## src/rtl/instruction_loader_pkg.sv

```systemverilog
// Shared pipeline definitions: loader sizing, halt word, loader FSM states
// and the opcode constants used by the decode stage.
package instruction_loader_pkg;

  localparam int NB_BYTE = 8;
  localparam int NB_DATA = 32;
  localparam int NB_ADDR = 8;

  localparam logic [31:0] HALT_WORD = 32'hFFFF_FFFF;

  typedef enum logic [1:0] {
    ST_IDLE    = 2'd0,
    ST_LOADING = 2'd1,
    ST_DONE    = 2'd2
  } loader_state_e;

  // Primary opcode field values (instr[31:26])
  localparam logic [5:0] OPC_RTYPE = 6'h00;
  localparam logic [5:0] OPC_J     = 6'h02;
  localparam logic [5:0] OPC_BEQ   = 6'h04;
  localparam logic [5:0] OPC_ADDI  = 6'h08;
  localparam logic [5:0] OPC_LW    = 6'h23;
  localparam logic [5:0] OPC_SW    = 6'h2B;

  function automatic logic [5:0] opcode_of(input logic [31:0] instr);
    return instr[31:26];
  endfunction

endpackage

```

## src/rtl/byte_assembler.sv

```systemverilog
// Big-endian byte assembler: shifts accepted bytes into a word register and
// flags the byte that completes a word. o_word is the word including the
// byte currently being shifted in, so the caller can capture it on that edge.
module byte_assembler #(
  parameter int NB_BYTE = 8,
  parameter int NB_DATA = 32
) (
  input  logic               i_clock,
  input  logic               i_reset,
  input  logic               i_shift,
  input  logic [NB_BYTE-1:0] i_byte,
  output logic               o_last,
  output logic [NB_DATA-1:0] o_word
);

  localparam logic [1:0] LAST_CNT = 2'(NB_DATA / NB_BYTE - 1);

  logic [NB_DATA-1:0] shift_q, shift_d;
  logic [1:0]         cnt_q, cnt_d;

  // Next shift/count values; the oldest byte falls off the top
  always_comb begin
    o_word  = (shift_q << NB_BYTE) | NB_DATA'(i_byte);
    o_last  = i_shift && (cnt_q == LAST_CNT);
    shift_d = shift_q;
    cnt_d   = cnt_q;
    if (i_shift) begin
      shift_d = o_word;
      cnt_d   = cnt_q + 2'd1;
    end
  end

  // Register update with synchronous active-low reset
  always_ff @(posedge i_clock) begin
    if (!i_reset) begin
      shift_q <= '0;
      cnt_q   <= '0;
    end else begin
      shift_q <= shift_d;
      cnt_q   <= cnt_d;
    end
  end

endmodule

```

## src/rtl/instruction_loader.sv

```systemverilog
// Instruction loader: assembles UART bytes into words and writes them to
// instruction memory until a halt word is written or memory is full.
//
// state      | meaning
// -----------+-----------------------------------------------------------
// ST_IDLE    | waiting for i_enable; no bytes consumed
// ST_LOADING | accepting bytes, issuing one write per 4 bytes
// ST_DONE    | loading terminated; o_done held, strobes ignored until reset
module instruction_loader #(
  parameter int                       NB_BYTE   = instruction_loader_pkg::NB_BYTE,
  parameter int                       NB_DATA   = instruction_loader_pkg::NB_DATA,
  parameter int                       NB_ADDR   = instruction_loader_pkg::NB_ADDR,
  parameter logic [NB_DATA-1:0]       HALT_WORD = instruction_loader_pkg::HALT_WORD
) (
  input  logic               i_clock,
  input  logic               i_reset,
  input  logic               i_enable,
  input  logic [NB_BYTE-1:0] i_rx_data,
  input  logic               i_rx_done,
  output logic               o_wr_en,
  output logic [NB_ADDR-1:0] o_wr_addr,
  output logic [NB_DATA-1:0] o_wr_data,
  output logic [NB_ADDR:0]   o_word_count,
  output logic               o_done
);

  import instruction_loader_pkg::*;

  localparam logic [NB_ADDR-1:0] LAST_ADDR = '1;

  loader_state_e      state_q, state_d;
  logic               wr_en_q, wr_en_d;
  logic               term_q, term_d;
  logic [NB_ADDR-1:0] ptr_q, ptr_d;
  logic [NB_ADDR-1:0] wr_addr_q, wr_addr_d;
  logic [NB_DATA-1:0] wr_data_q, wr_data_d;
  logic [NB_ADDR:0]   count_q, count_d;

  logic               accept;
  logic               word_last;
  logic [NB_DATA-1:0] word_full;

  // A byte is taken only while loading and enabled. The write cycle of the
  // terminating word already belongs to DONE, so its strobe is dropped.
  assign accept = (state_q == ST_LOADING) && i_enable && i_rx_done &&
                  !(wr_en_q && term_q);

  byte_assembler #(
    .NB_BYTE (NB_BYTE),
    .NB_DATA (NB_DATA)
  ) u_byte_assembler (
    .i_clock (i_clock),
    .i_reset (i_reset),
    .i_shift (accept),
    .i_byte  (i_rx_data),
    .o_last  (word_last),
    .o_word  (word_full)
  );

  // Next-state, write request and pointer bookkeeping
  always_comb begin
    state_d   = state_q;
    wr_en_d   = 1'b0;
    term_d    = 1'b0;
    ptr_d     = ptr_q;
    wr_addr_d = wr_addr_q;
    wr_data_d = wr_data_q;
    count_d   = count_q;
    case (state_q)
      ST_IDLE: begin
        if (i_enable) state_d = ST_LOADING;
      end
      ST_LOADING: begin
        if (wr_en_q && term_q) begin
          state_d = ST_DONE;
        end else if (word_last) begin
          wr_en_d   = 1'b1;
          wr_addr_d = ptr_q;
          wr_data_d = word_full;
          count_d   = count_q + (NB_ADDR+1)'(1);
          term_d    = (word_full == HALT_WORD) || (ptr_q == LAST_ADDR);
          // Pointer saturates at the top address instead of wrapping
          if (ptr_q != LAST_ADDR) ptr_d = ptr_q + NB_ADDR'(1);
        end
      end
      ST_DONE: begin
        state_d = ST_DONE;
      end
      default: begin
        state_d = ST_IDLE;
      end
    endcase
  end

  // State and output registers with synchronous active-low reset
  always_ff @(posedge i_clock) begin
    if (!i_reset) begin
      state_q   <= ST_IDLE;
      wr_en_q   <= 1'b0;
      term_q    <= 1'b0;
      ptr_q     <= '0;
      wr_addr_q <= '0;
      wr_data_q <= '0;
      count_q   <= '0;
    end else begin
      state_q   <= state_d;
      wr_en_q   <= wr_en_d;
      term_q    <= term_d;
      ptr_q     <= ptr_d;
      wr_addr_q <= wr_addr_d;
      wr_data_q <= wr_data_d;
      count_q   <= count_d;
    end
  end

  assign o_wr_en      = wr_en_q;
  assign o_wr_addr    = wr_addr_q;
  assign o_wr_data    = wr_data_q;
  assign o_word_count = count_q;
  assign o_done       = (state_q == ST_DONE);

endmodule

```

## config.mk

```make
export PLATFORM = sky130hd
export DESIGN_NAME = instruction_loader
export DESIGN_NICKNAME = d
export VERILOG_FILES = /design/src/rtl/instruction_loader_pkg.sv /design/src/rtl/byte_assembler.sv /design/src/rtl/instruction_loader.sv
export SDC_FILE = /design/constraint.sdc
export NUM_CORES = 1
export LEC_CHECK = 0
export CAP_MARGIN = 20
export CORE_MARGIN = 8
export CORE_UTILIZATION = 50
export CTS_CLUSTER_DIAMETER = 40
export CTS_CLUSTER_SIZE = 24
export DETAILED_ROUTE_END_ITERATION = 16
export PLACE_DENSITY = 0.77
export SLEW_MARGIN = 20
export SYNTH_ARGS = -nofsm -noshare
export SYNTH_HDL_FRONTEND = slang
export SYNTH_SLANG_ARGS = --single-unit
export TNS_END_PERCENT = 1
```

## constraint.sdc

```tcl
create_clock -name i_clock -period 2.04 [get_ports i_clock]
set_input_delay 0.408 -clock i_clock [delete_from_list [all_inputs] [get_ports i_clock]]
set_output_delay 0.408 -clock i_clock [all_outputs]
set_load 0.02 [all_outputs]
```

==> results of run 1 <==
## state kept, by name, indices dropped and copies added (netlist names)
name	flops
ptr_q	8
term_q	1
o_word_count	9
u_byte_assembler.cnt_q	2
o_wr_data	32
o_wr_addr	8
state_q	2
u_byte_assembler.shift_q	24
o_wr_en	1
## stage by stage
step,std cells,power [µW]
final,555,3380
after detailed placement,539,2156
after global routing,555,3520
after floorplan,412,2041
after CTS,555,3409
after global placement,539,2140
## worst min path at each step
stage	depth (start not counted)	endpoint	start	slack (ps)
floorplan	2	u_byte_assembler.cnt_q[1]	u_byte_assembler.cnt_q[1]	440
global placement	2	o_wr_data[5]	o_wr_data[5]	440
detailed placement	2	o_wr_addr[5]	o_wr_addr[5]	450
CTS	2	o_wr_addr[5]	o_wr_addr[5]	460
global route	2	o_wr_data[26]	o_wr_data[26]	470
finish	2	o_wr_addr[5]	o_wr_addr[5]	460
## kinds of logic after synthesis
kind of cell / after synthesis / share of synthesized area
fa+ha+maj: 7 / 0.02617
compound gates: 87 / 0.1439
simple gates: 194 / 0.2494
buf+inv: 27 / 0.03327
flops: 87 / 0.5204
mux: 2 / 0.005982
xor+xnor: 8 / 0.02094
## Yosys cell counts, types with 2 or more instances
master / number
sky130_fd_sc_hd__a21oi_1: 74
sky130_fd_sc_hd__and3_1: 3
sky130_fd_sc_hd__buf_1: 4
sky130_fd_sc_hd__buf_2: 8
sky130_fd_sc_hd__clkbuf_1: 11
sky130_fd_sc_hd__dfxtp_1: 87
sky130_fd_sc_hd__ha_1: 7
sky130_fd_sc_hd__inv_1: 4
sky130_fd_sc_hd__mux2i_1: 2
sky130_fd_sc_hd__nand2_1: 139
sky130_fd_sc_hd__nand3_1: 10
sky130_fd_sc_hd__nand4_1: 10
sky130_fd_sc_hd__nor2_1: 12
sky130_fd_sc_hd__nor3_1: 2
sky130_fd_sc_hd__nor4_1: 6
sky130_fd_sc_hd__o21ai_0: 2
sky130_fd_sc_hd__o31ai_1: 2
sky130_fd_sc_hd__or4_1: 3
sky130_fd_sc_hd__xnor2_1: 7
## power groups by stage
stage	Combinational, µW	Clock, µW	Sequential, µW
2_1_floorplan	249	0	1790
4_1_cts	360	1290	1760
6_report	357	1260	1760
3_3_place_gp	343	0	1800
3_5_place_dp	356	0	1800
5_1_grt	396	1360	1770
## tightest hold or removal path, cell delays in order (launching register included)
cell	delay, ps
sky130_fd_sc_hd__dfxtp_1	310
sky130_fd_sc_hd__nand2_1	50
sky130_fd_sc_hd__a21oi_1	50
## metal layers
layer / global-route usage / routed length [µm] / part of all wire
met2: 0.2657 / 3538 / 0.47
met1: 0.1951 / 3422 / 0.45
met3: 0.05477 / 469 / 0.062
met5: 0 / 0 / 0
met4: 0.08513 / 170 / 0.022
## area by class of cell
| type | instances | area (µm²) | area share |
|---|---|---|---|
| clock buffers | 11 | 151.4 | 0.03534 |
| clock inverters | 5 | 63.81 | 0.01489 |
| inverters | 4 | 15.01 | 0.003505 |
| multi-input cells | 298 | 1494 | 0.3487 |
| flip-flops and latches | 87 | 1742 | 0.4065 |
| well taps | 80 | 100.1 | 0.02336 |
| repair buffers | 70 | 718.2 | 0.1676 |
==> results.txt, run 1 <==
----------------------------------------------------
[Logic synthesis]
  Cell area after synthesis ... 3347 µm²
  Number of nets in the synthesized netlist ... 431
  Post-synthesis register bit count ... 87
  Most used flip-flop cell after synthesis ... sky130_fd_sc_hd__dfxtp_1
  Top-area cell type share of the netlist area ... 0.5204
  Synthesis warning total ... 0
  Yosys top cell by area ... sky130_fd_sc_hd__dfxtp_1
  Proportion of synthesized chip area in sequential cells ... 0.5204
  Biggest area contributors in the synthesized netlist ... sky130_fd_sc_hd__dfxtp_1 (52%), sky130_fd_sc_hd__nand2_1 (16%), sky130_fd_sc_hd__a21oi_1 (11%)
  Post-Synthesis Mean Instance Area ... 8.124 µm²
  Post-synth EDFFs ... 0
  Count of different cell masters after synthesis ... 38
  Cell count after synthesis ... 412
  Ys async rst share ... 0

[Detailed routing]
  ANT nets after route ... 0
  Detailed-route via count ... 2938
  DRC marker count from the first detailed-route iteration ... 172
  Total wirelength of the detailed-routed design ... 7601 µm
  Routed length per placed instance ... 13.70 µm
  Avg Vias per Cell ... 5.294
  Post-route DRC violation count ... 0
  Number of iterations in the first detailed-routing pass ... 4

[Cells and area]
  Layout area overhead ... 28.00%
  Fraction of layout cells with a size suffix above 1 ... 0.06737
  Count of filler cells inserted in the layout ... 571
  Antenna cell count ... 0
  Layout Cell Area excl Fill ... 4284 µm²
  Commonest non-fill, non-tap cell in the layout ... sky130_fd_sc_hd__nand2_1
  Nets@finish ... 489
  Final Core Density ... 0.6448
  Leading cell types in the layout, fill and taps excluded ... sky130_fd_sc_hd__nand2_1 (139), sky130_fd_sc_hd__dfxtp_1 (87), sky130_fd_sc_hd__a21oi_1 (74)

[Die]
  Die height ... 97.82 µm
  Die outline area ... 9568 µm²
  Horizontal die dimension ... 97.82 µm
  Core Region ... 6644 µm²
  Io pins ... 63
  Starting Density ... 0.5038
  Number of rows created at floorplan ... 30

[Placement]
  Cell area reported after detailed placement ... 4069 µm²
  Minimum setup slack after placement ... -17.68 ps
  Post-detail-place hpwl ... 5379 µm
  Placer congestion estimate ... 0.8370
  Count of input and output buffers ... 62

[Critical path]
  Highest net fanout along the worst path ... 3
  Critical path's slowest cell ... sky130_fd_sc_hd__clkdlybuf4s50_1
  Internal reg-to-reg setup slack ... 260 ps
  Count of cell instances traversed by the critical path ... 3
  Depth of the most critical reg-to-reg path ... 6
  Worst Path Arrival ... 1550 ps
  Crit-path leading delay family ... buffers and inverters
  Buffers and inverters on the worst path ... 2
  Class of the most critical setup path ... register to output port
  Crit start category ... register
  R2r startpoint ... state_q[1]
  Cell chain of the critical path ... inv_1 > ha_1 > clkdlybuf4s50_1
  Reg-to-reg critical path endpoint ... ptr_q[7]
  Critical path origin ... state_q[0]
  Slowest Stage Delay on Critical Path ... 600 ps
  Capturing element of the worst setup path ... o_done
  Critical path required time ... 1630 ps
  Nature of the critical path endpoint ... output port

[Global route]
  Number of global-route vias before repair ... 2917
  Global-route wire length before repair ... 13340 µm
  Overflow left after global routing ... 0
  Antenna violations before repair ... 0
  Maximum number of pins on one net before global-route repair ... 45
  Global Route Usage Sum ... 0.1664

[STA]
  Accumulated negative setup slack ... 0 ps
  Final cycle utilization of the critical path ... 0.9582
  Smallest setup slack after layout ... 85.24 ps
  Setup violation total in the final timing report ... 0
  Fmax ... 511.6 MHz
  RSZ-0062 raised after global routing ... no
  Final worst clock skew ... 7.888 ps
  Smallest hold slack ... 455.6 ps
  Tightest Pin Transition ... 351.5 ps
  Number of hold-slack violations in the final timing report ... 0
  Slew margin rel. ... 0.7648
  Post-layout minimum cycle time ... 1955 ps
  Slew Viols, Final ... 0

[Power]
  Relative contribution of combinational cells to total power ... 0.106
  Internal power of the cells ... 2528 µW
  Fraction of power consumed by sequential logic ... 0.521
  Pwr per Cell Area ... 789.0 nW/µm²
  Worst-case vdd ir drop ... 0.5583 mV
  Net switching power ... 852.0 µW
  Sw frac ... 0.2520
  Clock group share of total power ... 0.374
  LEAKAGE ... 0.001392 µW

[Clock network]
  Total setup buffers inserted after CTS ... 0
  Level count of the clock H-tree ... 3
  Total of hold buffers inserted after clock tree synthesis ... 0
  Clock transition at the register clock pins on the worst setup and hold paths after CTS ... 80 ps
  Maximum clock path buffer count ... 2
  TritonCTS Buffers ... 9
  Resized Gates After CTS ... 0
  Clock tree root driver cell ... sky130_fd_sc_hd__clkbuf_8
  CTS tree ... yes
  Insertion delay to the later sink of the worst-skew pair ... 350 ps
  TritonCTS sink count ... 87

[Min path]
  Worst hold path class ... register to register

[Flow run]
  Number of maximum-capacitance violations ... 0

[Run status]
  Status ... finished, final reports clean

----------------------------------------------------
No activity file was read; power rests on OpenSTA's default activity.
==> run 2: changes to the inputs <==
- CAP_MARGIN: 20 -> 15
- PLACE_DENSITY: 0.77 -> 0.8
==> run 2 against run 1 <==
  * Total power rose by 0.49%
  * Critical path depth did not move
  * Flip-flop and latch count did not move
  * First-iteration DRC count rose by 17%
  * Largest cell class unchanged
  * Fmax fell by 0.85%
  * Sequential share of layout area rose by 0.059 points
  * Non-clock buffer count did not move
  * Critical endpoint unchanged
  * Final cell count fell by 0.36%
  * Global-route usage fell by 0.11 points
==> results.txt, run 2 (synthesized netlist as in run 1, its figures left out) <==
----------------------------------------------------
[Run status]
  Status ... finished, final reports clean

[Cells and area]
  Fraction of layout cells with a size suffix above 1 ... 0.06342 (-0.003943)
  Antenna cell count ... 0 (unchanged)
  Flip-flop count of the largest register, all copies and words added ... 32 (unchanged)
  Nets@finish ... 489 (unchanged)
  Leading cell types in the layout, fill and taps excluded ... sky130_fd_sc_hd__nand2_1 (139), sky130_fd_sc_hd__dfxtp_1 (87), sky130_fd_sc_hd__a21oi_1 (74)
  Layout Cell Area excl Fill ... 4278 µm² (-0.15%)
  Count of filler cells inserted in the layout ... 565 (-1.1%)
  Commonest non-fill, non-tap cell in the layout ... sky130_fd_sc_hd__nand2_1
  Layout area overhead ... 27.81%

[Global route]
  Number of global-route vias before repair ... 2788 (-4.4%)
  Overflow left after global routing ... 0 (unchanged)
  Global-route track usage on met2 ... 0.2567 (-0.008962)
  Global Route Usage Sum ... 0.1653 (-0.001127)
  Global-route wire length before repair ... 13150 µm (-1.4%)
  Antenna violations before repair ... 0 (unchanged)
  Global route hottest layer ... met2
  Global Route met3 Usage ... 0.05548 (+0.0007112)
  M1 GR Usage ... 0.2027 (+0.007534)
  Maximum number of pins on one net before global-route repair ... 50 (+11%)

[Power]
  Relative contribution of combinational cells to total power ... 0.107 (about the same)
  Fraction of power consumed by sequential logic ... 0.519 (-0.002)
  Clock group share of total power ... 0.375 (about the same)
  Pwr per Cell Area ... 794.0 nW/µm² (+0.63%)
  Worst-case vdd ir drop ... 0.5346 mV (-4.2%)
  Sw frac ... 0.2449 (-0.007102)
  Net switching power ... 832.0 µW (-2.3%)
  Internal power of the cells ... 2565 µW (+1.4%)
  LEAKAGE ... 0.001387 µW (-0.33%)

[Clock network]
  Resized Gates After CTS ... 0 (unchanged)
  Insertion delay to the later sink of the worst-skew pair ... 350 ps (about the same)
  TritonCTS sink count ... 87 (unchanged)
  Total setup buffers inserted after CTS ... 0 (unchanged)
  Maximum clock path buffer count ... 2 (unchanged)
  TritonCTS Buffers ... 9 (unchanged)
  Level count of the clock H-tree ... 3 (unchanged)
  Clock tree root driver cell ... sky130_fd_sc_hd__clkbuf_8
  Clock transition at the register clock pins on the worst setup and hold paths after CTS ... 80 ps (about the same)
  Total of hold buffers inserted after clock tree synthesis ... 0 (unchanged)
  CTS tree ... yes

[Die]
  Horizontal die dimension ... 97.82 µm (unchanged)
  Die height ... 97.82 µm (unchanged)
  Io pins ... 63 (unchanged)
  Number of rows created at floorplan ... 30 (unchanged)
  Core Region ... 6644 µm² (unchanged)
  Starting Density ... 0.5038 (unchanged)
  Die outline area ... 9568 µm² (unchanged)

[Critical path]
  Internal reg-to-reg setup slack ... 270 ps (about the same)
  Critical path required time ... 1630 ps (about the same)
  Class of the most critical setup path ... register to output port
  Worst Path Arrival ... 1560 ps (about the same)
  R2r startpoint ... state_q[1]
  Highest net fanout along the worst path ... 3 (unchanged)
  Critical path origin ... state_q[0]
  Nature of the critical path endpoint ... output port
  Crit start category ... register

[Placement]
  Post-detail-place hpwl ... 5304 µm (-1.4%)
  Cell area reported after detailed placement ... 4069 µm² (unchanged)
  Placer congestion estimate ... 0.8673 (+3.6%)
  Count of input and output buffers ... 62 (unchanged)

[STA]
  Accumulated negative setup slack ... 0 ps (unchanged)
  Final worst clock skew ... 6.650 ps (-1.238 ps)
  Number of hold-slack violations in the final timing report ... 0 (unchanged)
  Setup violation total in the final timing report ... 0 (unchanged)
  Slew margin rel. ... 0.7635 (-0.001337)
  Fmax ... 507.2 MHz (-0.85%)
  Slew Viols, Final ... 0 (unchanged)
  RSZ-0062 raised after global routing ... no
  Tightest Pin Transition ... 351.5 ps (+0.06163 ps)
  Smallest hold slack ... 455.0 ps (-0.5910 ps)
  Final cycle utilization of the critical path ... 0.9664 (+0.008234)
  Post-layout minimum cycle time ... 1972 ps (+16.80 ps)

[Flow run]
  Number of maximum-capacitance violations ... 0 (unchanged)

[Detailed routing]
  Routed length per placed instance ... 13.89 µm (+1.4%)
  ANT nets after route ... 0 (unchanged)
  Number of iterations in the first detailed-routing pass ... 5 (+1)
  Avg Vias per Cell ... 5.351 (+1.1%)
  Total wirelength of the detailed-routed design ... 7681 µm (+1.1%)
  Detailed-route via count ... 2959 (+0.71%)
  DRC marker count from the first detailed-route iteration ... 201 (+17%)
  Post-route DRC violation count ... 0 (unchanged)

[Min path]
  Worst hold start ... o_wr_data[27]
  Worst hold path class ... register to register

----------------------------------------------------
## run 2: cell count changes in the layout (fill, tap and decap cells not counted)
cell and change:
sky130_fd_sc_hd__clkbuf_8 -2, sky130_fd_sc_hd__clkinv_4 +1, sky130_fd_sc_hd__bufinv_16 +1, sky130_fd_sc_hd__inv_6 -2
## run 2: power by group through the flow
stage | combinational, µW | clock (µW) | sequential [µW]
final | 362 | 1270 | 1760
after floorplan | 249 | 0 | 1790
after CTS | 362 | 1290 | 1760
after global routing | 399 | 1390 | 1770
after global placement | 342 | 0 | 1800
after detailed placement | 358 | 0 | 1800
## run 2: path summary, 6_finish.rpt
path | to | depth (start not counted)
max | o_done | 3
min reg2reg | o_wr_data[27] | 2
max reg2reg | ptr_q[3] | 6
min | o_wr_data[27] | 2
## run 2: layout make-up
class                      instances  area (µm²)  area share
clock buffer                       9       123.9     0.02896
tap                               80       100.1     0.02340
multi-input combinational        298        1494      0.3492
inverter                           4       15.01    0.003510
clock inverter                     5       85.08     0.01989
sequential                        87        1742      0.4071
timing repair buffer              70       718.2      0.1679
## run 2: metrics by stage
stage	total power [µW]	worst slack [ps]	utilization	cells
after floorplan	2041	493.4	-	412
after global placement	2140	65.79	0.6124	539
after detailed placement	2158	17.34	0.6124	539
after CTS	3415	60.95	0.6439	553
after global routing	3557	17.44	0.6439	553
final	3397	68.44	0.6439	553
## run 2: layer usage
layer	part of all wire	wire (µm)
met5	0	0
met4	0.019	146
met3	0.067	518
met2	0.46	3548
met1	0.45	3467
## run 2: critical path: stages (launching register included)
cell and delay, ps:
sky130_fd_sc_hd__dfxtp_1 340, sky130_fd_sc_hd__inv_1 110, sky130_fd_sc_hd__ha_1 170, sky130_fd_sc_hd__clkdlybuf4s50_1 600
==> run 3: changes to the inputs <==
- CORE_UTILIZATION: 50 -> 51
- PLACE_DENSITY: 0.8 -> 0.81
==> run 3 against run 2 <==
  * Global-route usage up 0.76 points
  * Final area up 1.3%
  * Routed wire length up 3.7%
  * Via count up 0.84%
  * Sequential share of layout area down 0.51 points
  * Non-clock buffer count up 5
  * First-iteration DRC count up 20%
  * Critical path type unchanged
==> results.txt, run 3 (synthesized netlist as in run 1, its figures left out) <==
----------------------------------------------------
[Run status]
  Status ... finished, final reports clean

[Power]
  Overall power ... 3255 µW (-4.2%)
  LEAKAGE ... 0.001419 µW (+2.3%)
  Worst-case vdd ir drop ... 0.5324 mV (-0.42%)
  Pwr per Cell Area ... 751.4 nW/µm² (-5.4%)

[Critical path]
  Critical path required time ... 1630 ps (about the same)
  Nature of the critical path endpoint ... output port
  Cell chain of the critical path ... inv_1 > ha_1 > clkdlybuf4s50_1
  Internal reg-to-reg setup slack ... 270 ps (about the same)
  Critical path's slowest cell ... sky130_fd_sc_hd__clkdlybuf4s50_1
  Slowest Stage Delay on Critical Path ... 600 ps (about the same)
  Crit start category ... register
  Worst Path Arrival ... 1550 ps (about the same)
  Class of the most critical setup path ... register to output port
  Highest net fanout along the worst path ... 3 (unchanged)

[STA]
  Smallest hold slack ... 456.2 ps (+1.183 ps)
  Slew Viols, Final ... 0 (unchanged)
  Setup violation total in the final timing report ... 0 (unchanged)
  Slew margin rel. ... 0.6899 (-0.07355)
  Post-layout minimum cycle time ... 1955 ps (-16.75 ps)
  Accumulated negative setup slack ... 0 ps (unchanged)
  RSZ-0062 raised after global routing ... no
  Final worst clock skew ... 13.38 ps (+6.735 ps)
  Smallest setup slack after layout ... 85.20 ps (+16.75 ps)
  Number of hold-slack violations in the final timing report ... 0 (unchanged)
  Fmax ... 511.6 MHz (+0.86%)
  Tightest Pin Transition ... 464.4 ps (+112.9 ps)
  Final cycle utilization of the critical path ... 0.9582 (-0.008212)

[Cells and area]
  Leading cell types in the layout, fill and taps excluded ... sky130_fd_sc_hd__nand2_1 (139), sky130_fd_sc_hd__dfxtp_1 (87), sky130_fd_sc_hd__a21oi_1 (74)
  Footprint of the flip-flops and latches ... 1742 µm² (unchanged)
  Fraction of layout cells with a size suffix above 1 ... 0.07708 (+0.01366)
  Layout area overhead ... 29.42%
  Flip-flop count of the largest register, all copies and words added ... 32 (unchanged)
  Footprint of the multi-input gates ... 1494 µm² (unchanged)
  Number of non-filler instances in the completed layout ... 557 (+0.72%)
  Count of filler cells inserted in the layout ... 499 (-12%)
  Commonest non-fill, non-tap cell in the layout ... sky130_fd_sc_hd__nand2_1
  Antenna cell count ... 0 (unchanged)
  Nets@finish ... 494 (+1.0%)

[Placement]
  Minimum setup slack after placement ... 22.17 ps (+4.834 ps)
  Count of input and output buffers ... 62 (unchanged)
  Placer congestion estimate ... 0.8616 (-0.66%)
  Placed insts ... 541 (+0.37%)
  Post-detail-place hpwl ... 5572 µm (+5.1%)

[Die]
  Core Region ... 6350 µm² (-4.4%)
  Die outline area ... 9411 µm² (-1.6%)
  Starting Density ... 0.5271 (+0.02333)
  Number of rows created at floorplan ... 29 (-3.3%)
  Die height ... 97.01 µm (-0.82%)
  Io pins ... 63 (unchanged)
  Horizontal die dimension ... 97.01 µm (-0.82%)

[Min path]
  Worst hold path class ... register to register

[Detailed routing]
  ANT nets after route ... 0 (unchanged)
  Post-route DRC violation count ... 0 (unchanged)
  Routed met2 length ... 3798 µm (+7.0%)
  Total wirelength of the detailed-routed design ... 7968 µm (+3.7%)
  DRC marker count from the first detailed-route iteration ... 241 (+20%)
  Routed length on met3 ... 565 µm (+9.1%)
  Detailed-route via count ... 2984 (+0.84%)
  Avg Vias per Cell ... 5.357 (+0.12%)
  Post-route met1 wirelength ... 3477 µm (+0.29%)
  Highest routing layer actually used ... met4
  Routed length per placed instance ... 14.31 µm (+3.0%)
  Number of iterations in the first detailed-routing pass ... 4 (-1)

[Clock network]
  CTS tree ... yes
  Clock tree root driver cell ... sky130_fd_sc_hd__clkbuf_8
  Level count of the clock H-tree ... 3 (unchanged)
  Total setup buffers inserted after CTS ... 0 (unchanged)
  Total of hold buffers inserted after clock tree synthesis ... 0 (unchanged)
  Clock transition at the register clock pins on the worst setup and hold paths after CTS ... 80 ps (about the same)
  Resized Gates After CTS ... 0 (unchanged)
  TritonCTS Buffers ... 9 (unchanged)
  Maximum clock path buffer count ... 2 (unchanged)
  Insertion delay to the later sink of the worst-skew pair ... 350 ps (about the same)
  TritonCTS sink count ... 87 (unchanged)

[Flow run]
  Number of maximum-capacitance violations ... 0 (unchanged)

[Global route]
  Global-route wire length before repair ... 13780 µm (+4.8%)
  Maximum number of pins on one net before global-route repair ... 30 (-40%)
  Antenna violations before repair ... 0 (unchanged)
  Global Route Usage Sum ... 0.1729 (+0.007625)
  Number of global-route vias before repair ... 2951 (+5.8%)
  Overflow left after global routing ... 0 (unchanged)

----------------------------------------------------
run 3: cell count changes in the layout (fill, tap and decap cells not counted):
cell and change:
sky130_fd_sc_hd__buf_12 +3, sky130_fd_sc_hd__bufinv_16 -2, sky130_fd_sc_hd__clkinv_4 -2, sky130_fd_sc_hd__clkbuf_8 +3, sky130_fd_sc_hd__clkinv_2 +2, sky130_fd_sc_hd__buf_4 +2
sky130_fd_sc_hd__inv_6 +1
run 3: final cells by class:
type | count | share of cell area
clock buffer | 12 | 0.03813
clock inverter | 4 | 0.006066
inverter | 4 | 0.003466
multi-input combinational | 298 | 0.3449
sequential | 87 | 0.4021
tap | 77 | 0.02224
timing repair buffer | 75 | 0.1831
run 3: power by group:
group	internal (µW)	total, µW	switching [µW]
clock network	543	1130	585
logic	160	364	204
registers	1730	1760	31.5
run 3: worst max-delay path: cells and delay by family (launching register included):
family	cells	cell delay [ps]
adders and majority gates	1	160
buffers and inverters	2	710
DFF	1	330
run 3: per-stage QoR:
step                utilization  instance area (µm²)
floorplan                     -                 3347
global placement         0.6520                 4140
detailed placement       0.6520                 4140
CTS                      0.6822                 4332
global route             0.6822                 4332
finish                   0.6822                 4332
run 3: final timing paths:
kind / startpoint / endpoint / cells after the start
setup / recovery: state_q[0] / o_done / 3
hold / removal: o_wr_data[29] / o_wr_data[29] / 2
setup reg to reg: state_q[1] / ptr_q[3] / 6
hold reg to reg: o_wr_data[29] / o_wr_data[29] / 2
run 3: metal layers:
layer / vias to the layer above / track usage
met5: - / 0
met4: 0 / 0.06627
met3: 12 / 0.05548
met2: 84 / 0.2849
met1: 1368 / 0.2036
li1: 1520 / -
